===== src/rtl/mat_result_streamer_pkg.sv =====
`default_nettype none
// ============================================================================
// Module   : mat_result_streamer_pkg
// Purpose  : Shared defaults, FP16 constants and FSM encodings for the result
//            streamer and the matrix-multiply control unit.
// Revision : 1.0 - initial release
// ============================================================================
package mat_result_streamer_pkg;

    localparam int DEF_W = 16;
    localparam int DEF_N = 3;

    localparam logic [15:0] FP16_ONE  = 16'h3c00;
    localparam logic [15:0] FP16_ZERO = 16'h0000;

    localparam logic [0:0] ST_IDLE   = 1'b0;
    localparam logic [0:0] ST_STREAM = 1'b1;

    // Index fields keep at least one bit so N=1 still has a legal vector.
    function automatic int clog2_min1(input int n);
        return (n <= 1) ? 1 : $clog2(n);
    endfunction

endpackage
`default_nettype wire


===== src/rtl/mat_result_streamer_if.sv =====
`default_nettype none
// ============================================================================
// Module   : mat_result_streamer_if
// Purpose  : Valid/ready element stream carrying data, indices and last flag.
// Revision : 1.0 - initial release
// ============================================================================
interface mat_result_streamer_if #(
    parameter int W = 16,
    parameter int N = 3
);
    import mat_result_streamer_pkg::*;

    localparam int RW = clog2_min1(N);

    logic [W-1:0]  data;
    logic          valid;
    logic          ready;
    logic          last;
    logic [RW-1:0] row;
    logic [RW-1:0] col;

    modport master (output data, valid, last, row, col, input ready);
    modport slave  (input data, valid, last, row, col, output ready);

endinterface
`default_nettype wire


===== src/rtl/mat_result_streamer_flat_elem_mux.sv =====
`default_nettype none
// ============================================================================
// Module   : mat_result_streamer_flat_elem_mux
// Purpose  : Combinational select of element k from an MSB-first flat matrix.
// Revision : 1.0 - initial release
// ============================================================================
module mat_result_streamer_flat_elem_mux
    import mat_result_streamer_pkg::*;
#(
    parameter int W = DEF_W,
    parameter int N = DEF_N,
    parameter int KW = clog2_min1(N*N)
)(
    input  wire logic [W*N*N-1:0] i_flat,
    input  wire logic [KW-1:0]    i_k,
    output      logic [W-1:0]     o_elem
);

    localparam int c_ne = N*N;

    // Element 0 sits in the top W bits of the bus.
    always_comb begin
        o_elem = '0;
        for (int i = 0; i < c_ne; i++) begin
            if (i_k == KW'(i)) begin
                o_elem = i_flat[W*c_ne-1-i*W -: W];
            end
        end
    end

endmodule
`default_nettype wire


===== src/rtl/mat_result_streamer.sv =====
`default_nettype none
// ============================================================================
// Module   : mat_result_streamer
// Purpose  : Captures the N x N result matrix on a done edge and drains it
//            row-major, one element per beat, over a valid/ready stream.
// Revision : 1.0 - initial release
// ============================================================================
module mat_result_streamer
    import mat_result_streamer_pkg::*;
#(
    parameter int W = DEF_W,
    parameter int N = DEF_N
)(
    input  wire logic                 i_clk,
    input  wire logic                 i_rst,
    input  wire logic                 i_done,
    input  wire logic [W*N*N-1:0]     i_C,
    mat_result_streamer_if.master     m_stream,
    output      logic                 o_busy,
    output      logic                 o_overrun,
    input  wire logic                 i_clr_overrun
);

    localparam int c_ne = N*N;
    localparam int KW   = clog2_min1(c_ne);
    localparam int RW   = clog2_min1(N);

    localparam logic [KW-1:0] c_last_k   = KW'(c_ne-1);
    localparam logic [RW-1:0] c_last_col = RW'(N-1);

    logic [0:0]       r_state;
    logic [0:0]       w_state_nxt;
    logic [KW-1:0]    r_k;
    logic [RW-1:0]    r_row;
    logic [RW-1:0]    r_col;
    logic [W*c_ne-1:0] r_buf;
    logic             r_done_q;
    logic             r_overrun;

    logic             w_edge;
    logic             w_hs;
    logic             w_final;
    logic             w_capture;
    logic             w_drop;
    logic             w_advance;
    logic [W-1:0]     w_elem;

    assign w_edge    = i_done && !r_done_q;
    assign w_hs      = (r_state == ST_STREAM) && m_stream.ready;
    assign w_final   = w_hs && (r_k == c_last_k);
    // An edge landing on the final handshake reloads without a bubble.
    assign w_capture = w_edge && ((r_state == ST_IDLE) || w_final);
    assign w_drop    = w_edge && (r_state == ST_STREAM) && !w_final;
    assign w_advance = w_hs && !w_final;

    mat_result_streamer_flat_elem_mux #(
        .W  (W),
        .N  (N),
        .KW (KW)
    ) u_mux (
        .i_flat (r_buf),
        .i_k    (r_k),
        .o_elem (w_elem)
    );

    always_ff @(posedge i_clk) begin
        if (i_rst) begin
            r_state <= ST_IDLE;
        end else begin
            r_state <= w_state_nxt;
        end
    end

    always_comb begin
        w_state_nxt = r_state;
        case (r_state)
            ST_IDLE: begin
                if (w_capture) w_state_nxt = ST_STREAM;
            end
            ST_STREAM: begin
                if (w_final && !w_capture) w_state_nxt = ST_IDLE;
            end
            default: w_state_nxt = ST_IDLE;
        endcase
    end

    always_comb begin
        m_stream.valid = 1'b0;
        m_stream.data  = '0;
        m_stream.row   = '0;
        m_stream.col   = '0;
        m_stream.last  = 1'b0;
        o_busy         = 1'b0;
        if (r_state == ST_STREAM) begin
            m_stream.valid = 1'b1;
            m_stream.data  = w_elem;
            m_stream.row   = r_row;
            m_stream.col   = r_col;
            m_stream.last  = (r_k == c_last_k);
            o_busy         = 1'b1;
        end
    end

    always_ff @(posedge i_clk) begin
        if (i_rst) begin
            r_k       <= '0;
            r_row     <= '0;
            r_col     <= '0;
            r_buf     <= '0;
            r_done_q  <= 1'b0;
            r_overrun <= 1'b0;
        end else begin
            r_done_q <= i_done;
            if (w_capture) begin
                r_buf <= i_C;
                r_k   <= '0;
                r_row <= '0;
                r_col <= '0;
            end else if (w_advance) begin
                r_k <= r_k + 1'b1;
                if (r_col == c_last_col) begin
                    r_col <= '0;
                    r_row <= r_row + 1'b1;
                end else begin
                    r_col <= r_col + 1'b1;
                end
            end
            if (w_drop) begin
                r_overrun <= 1'b1;
            end else if (i_clr_overrun) begin
                r_overrun <= 1'b0;
            end
        end
    end

    assign o_overrun = r_overrun;

endmodule
`default_nettype wire


===== src/flat_wrapper.sv =====
// flat-port wrapper written by rule: the top's interface ports become plain ports
module mat_result_streamer_flat import mat_result_streamer_pkg::*;
#(
    parameter int W = DEF_W,
    parameter int N = DEF_N
)
  (i_clk, i_rst, i_done, i_C, o_busy, o_overrun, i_clr_overrun, m_stream_data, m_stream_valid, m_stream_last, m_stream_row, m_stream_col, m_stream_ready);
  mat_result_streamer_if #(.W(W), .N(N)) m_stream_i ();
  input  wire logic i_clk;
  input  wire logic i_rst;
  input  wire logic i_done;
  input  wire logic [W*N*N-1:0] i_C;
  output      logic o_busy;
  output      logic o_overrun;
  input  wire logic i_clr_overrun;
  output wire logic [$bits(m_stream_i.data)-1:0] m_stream_data;
  output wire logic [$bits(m_stream_i.valid)-1:0] m_stream_valid;
  output wire logic [$bits(m_stream_i.last)-1:0] m_stream_last;
  output wire logic [$bits(m_stream_i.row)-1:0] m_stream_row;
  output wire logic [$bits(m_stream_i.col)-1:0] m_stream_col;
  input wire logic [$bits(m_stream_i.ready)-1:0] m_stream_ready;
  assign m_stream_data = m_stream_i.data;
  assign m_stream_valid = m_stream_i.valid;
  assign m_stream_last = m_stream_i.last;
  assign m_stream_row = m_stream_i.row;
  assign m_stream_col = m_stream_i.col;
  assign m_stream_i.ready = m_stream_ready;
  mat_result_streamer #(.W(W), .N(N)) u_core (.i_clk(i_clk), .i_rst(i_rst), .i_done(i_done), .i_C(i_C), .m_stream(m_stream_i), .o_busy(o_busy), .o_overrun(o_overrun), .i_clr_overrun(i_clr_overrun));
endmodule

===== config.mk =====
export PLATFORM = sky130hd
export DESIGN_NAME = mat_result_streamer_flat
export DESIGN_NICKNAME = d
export VERILOG_FILES = /design/src/rtl/mat_result_streamer_pkg.sv /design/src/rtl/mat_result_streamer_if.sv /design/src/rtl/mat_result_streamer_flat_elem_mux.sv /design/src/rtl/mat_result_streamer.sv /design/src/flat_wrapper.sv
export SDC_FILE = /design/constraint.sdc
export NUM_CORES = 1
export LEC_CHECK = 0
export ABC_AREA = 1
export BUFFER_PORTS_ARGS = -buffer_cell sky130_fd_sc_hd__buf_2
export CORE_UTILIZATION = 54
export DETAILED_ROUTE_END_ITERATION = 16
export PLACE_DENSITY = 0.84
export SYNTH_ARGS = -nofsm -noshare
export SYNTH_HDL_FRONTEND = slang
export SYNTH_SLANG_ARGS = --single-unit

===== constraint.sdc =====
create_clock -name i_clk -period 2.9 [get_ports i_clk]
set_input_delay 0.58 -clock i_clk [delete_from_list [all_inputs] [get_ports i_clk]]
set_output_delay 0.58 -clock i_clk [all_outputs]
set_load 0.1 [all_outputs]

==> impl_metrics.csv <==
group,metric,value,unit
status,run_status,"complete, no violations",
yosys,synth-warning-count,0,
pwr,p_leak,4.391,nW
floorplanning,fp-row-count,41,
yosys,synth_cell_type_count,27,
clock_network,htreeDepth,4,
clock_network,clock_path_buffers,2,
finish,nNetsFinal,1367,
clock_network,tritoncts,"built",
yosys,ys_async_sr_fraction,0,%
sta,max_freq,345.2,MHz
clock_network,clkLatencyLatePin,0.43,ns
setup_path,r2r.worst_path.cells,10,
yosys,netlist_top_cells_area,"dfxtp_1, nor2_1, o21ai_0",
grt,first_global_vias,6796,
sta,slew_viol_final,0,
setup_path,worst-setup-path-type,"reg -> out",
yosys,synth_sequential_area_ratio,44.06,%
finish,area.growth.synth_to_final,33.65,%
pwr,power-per-cell-area,585.9,nW/um^2
floorplanning,fp.dieArea,13500,sq um
placement,final_replace_weighted_congestion,0.8854,
sta,setup_total_negative_slack,0,ns
yosys,postSynth.topFlopCell,"dfxtp_1",
yosys,synth_seq_cells,155,
setup_path,worstPathRequired,2.32,ns
hold_path,worst_hold_path.num_cells,3,
yosys,synth_enable_flop_cells,0,
setup_path,cell_at_the_slowest_stage_of_the_critical_path,"dfxtp_4",
yosys,postSynthCellCount,1067,
setup_path,crit_path_start_kind,"flip-flop",
grt,grt_start_max_net_pins,127,
clock_network,clk_pin_slew_worst_paths,0.07,ns
sta,rsz0062_at_grt,"true",
drt,detailedRoute.firstPassIterationCount,7,
drt,route.antenna.remaining_nets,0,
hold_path,hp-class,"in -> reg",
sta,timing_hold_violations_final,0,
drt,finalWirelength,22030,microns
sta,timing.final.setup_violations,0,
sta,timing.slew.headroom,59.14,%
drt,detail_route.wl_per_cell,15.75,microns
placement,place_hpwl,14170,microns
yosys,netlist_area,7043,sq um
grt,grt_remaining_overflow,0,
placement,io_buffer_count,172,
floorplanning,ios,173,
yosys,yosysTopAreaCellShare,44.06,%
clock_network,numCtsBuffers,17,
setup_path,crit_top_cell,"nand3_2",
sta,timing.final.crit_share,99.88,%
drt,vias_per_inst,5.481,
floorplanning,coreArea,12670,sq um
setup_path,timing.critical_path.to_type,"primary output",
sta,hold-worst-slack,0.3649,ns
sta,fin_crit,2.897,ns
setup_path,worst-endpoint-arrival,2.32,ns
drt,vias,7668,
grt,antenna_violations_before_repair,0,
floorplanning,dieHeight,116.2,microns
drt,initialDrtViolationCount,942,
yosys,synth_largest_area_cell,"dfxtp_1",
grt,grt_pass1_wl,32540,microns
setup_path,slowest_delay,0.39,ns
clock_network,root_buffer,"clkbuf_16",
clock_network,clock_sinks,155,
clock_network,post_cts_hold_buffer_count,0,
finish,fraction_of_final_layout_cells_sized_beyond_drive_strength_1,25.35,%
sta,skew,0.004609,ns
drt,drc,0,
run,drv.max_cap_violation_count,0,
floorplanning,initial_utilization,55.58,%
floorplanning,floorplan.die.width,116.2,microns
setup_path,path_cells,"inv_2, ha_4, buf_12, nor2_2, nand3_2, nand3_2, nand3_2, nand3_2, nand2_1, nand2_2, nand2_2, a21oi_4, buf_12",
grt,groute.usage.overall,31.86,%
sta,worst_slew_pin_slew,0.6120,ns
finish,diodes,0,
yosys,syn-mean-instance-area,6.601,sq um
pwr,worst_ir_drop_vdd,0.0004456,V
yosys,postSynthNetCount,1220,
setup_path,critPathMaxFanout,18,
-- repair_timing --
action,CTS,global route
gates resized for setup,25,70
endpoints found under the setup margin,16,16
pin swaps,1,15
buffers inserted,0,2
gates cloned,0,5
-- power by group --
part           switching, mW  internal (mW)  total, mW
Clock                  0.920           1.40       2.32
Sequential             0.106           2.30       2.40
Combinational          0.506          0.282      0.788
Total                   1.53           3.98       5.51
-- per-layer routing --
metal / up-vias / share of wire (%) / global-route usage, %
li1: 3691 / - / -
met1: 3486 / 42 / 42.07
met4: 0 / 3.2 / 14.96
met3: 77 / 9.3 / 6.954
met2: 414 / 46 / 49.80
met5: - / 0 / 0
-- synth_stat cells (2+ instances only) --
library cell  number
nor2_1           312
o21ai_0          184
dfxtp_1          155
nand2_1          134
inv_1             71
nand3_1           57
clkbuf_1          54
a21oi_1           39
buf_2             15
nand4_1           14
o21ai_1            7
ha_1               4
buf_1              3
buf_4              2
inv_2              2
nor2_2             2
or2_2              2
-- critical path: cells and delay by family (launching register included) --
kind	cells	cell delay [ns]
AO/OA/AOI/OAI	1	0.18
adder cells (fa/ha/maj)	1	0.19
flip-flops	1	0.39
AND/OR/NAND/NOR	8	0.70
buffers and inverters	3	0.41
-- per-stage QoR --
step	instances	utilization, %	total power, mW	instance area (sq um)	setup slack, ns
final	1399	74.29	5.515	9413	0.003387
after detailed placement	1360	66.07	3.162	8372	0.2803
after floorplan	1067	-	2.870	7146	-0.2064
after global routing	1399	74.29	5.695	9413	-0.04645
after CTS	1392	71.62	5.461	9075	-0.01549
after global placement	1360	66.07	3.145	8372	0.3422
-- flip-flops by register name, indices dropped and copies added, names as in the netlist --
name	flops
u_core.r_done_q	1
u_core.r_state	1
u_core.r_col	2
u_core.o_overrun	1
u_core.r_k	4
u_core.r_row	2
u_core.r_buf	144
-- area by class of cell --
| type | instances | area, sq um |
|---|---|---|
| well taps | 172 | 215.2 |
| repair buffers | 202 | 1469 |
| repair inverters | 1 | 7.507 |
| inverters | 74 | 291.5 |
| clock buffers | 19 | 452.9 |
| clock inverters | 13 | 166.4 |
| multi-input cells | 763 | 3700 |
| fillers | 974 | 3258 |
| flip-flops and latches | 155 | 3110 |
-- path summary, 6_finish.rpt --
| check | start | end | slack (ns) |
|---|---|---|---|
| worst max register to register | u_core.r_k[0] | u_core.r_row[1] | 0.57 |
| worst min-delay path | i_C[64] | u_core.r_buf[64] | 0.36 |
| worst max-delay path | u_core.r_k[1] | m_stream_data[13] | 0.003 |
| worst min register to register | u_core.r_buf[60] | u_core.r_buf[60] | 0.45 |
-- kinds of logic after synthesis --
group / after synthesis / synth area share, %
fa+ha+maj: 4 / 0.7106
flops: 155 / 44.06
simple gates: 526 / 30.13
buf+inv: 149 / 8.421
xor+xnor: 1 / 0.1244
compound gates: 232 / 16.56
-- cell usage in the layout (no fill, tap or decap), types with 3 or more instances in the layout --
| cell | Yosys | layout |
|---|---|---|
| bufinv_16 | 0 | 3 |
| buf_2 | 15 | 155 |
| buf_4 | 2 | 16 |
| o21ai_0 | 184 | 179 |
| nor2_1 | 312 | 294 |
| nor2_4 | 1 | 14 |
| a21oi_4 | 0 | 6 |
| nand2_1 | 134 | 124 |
| dfxtp_1 | 155 | 153 |
| nor2_2 | 2 | 7 |
| o21ai_1 | 7 | 12 |
| nand3_1 | 57 | 43 |
| inv_6 | 0 | 3 |
| nand4_1 | 14 | 14 |
| buf_6 | 1 | 6 |
| a21oi_1 | 39 | 25 |
| a21oi_2 | 0 | 8 |
| ha_4 | 0 | 3 |
| clkinvlp_4 | 0 | 8 |
| inv_1 | 71 | 67 |
| buf_12 | 0 | 22 |
| nand3_2 | 0 | 14 |
| inv_2 | 2 | 3 |
| clkbuf_16 | 0 | 19 |
| nand2_2 | 1 | 9 |
(Power assumes the default switching activity.)
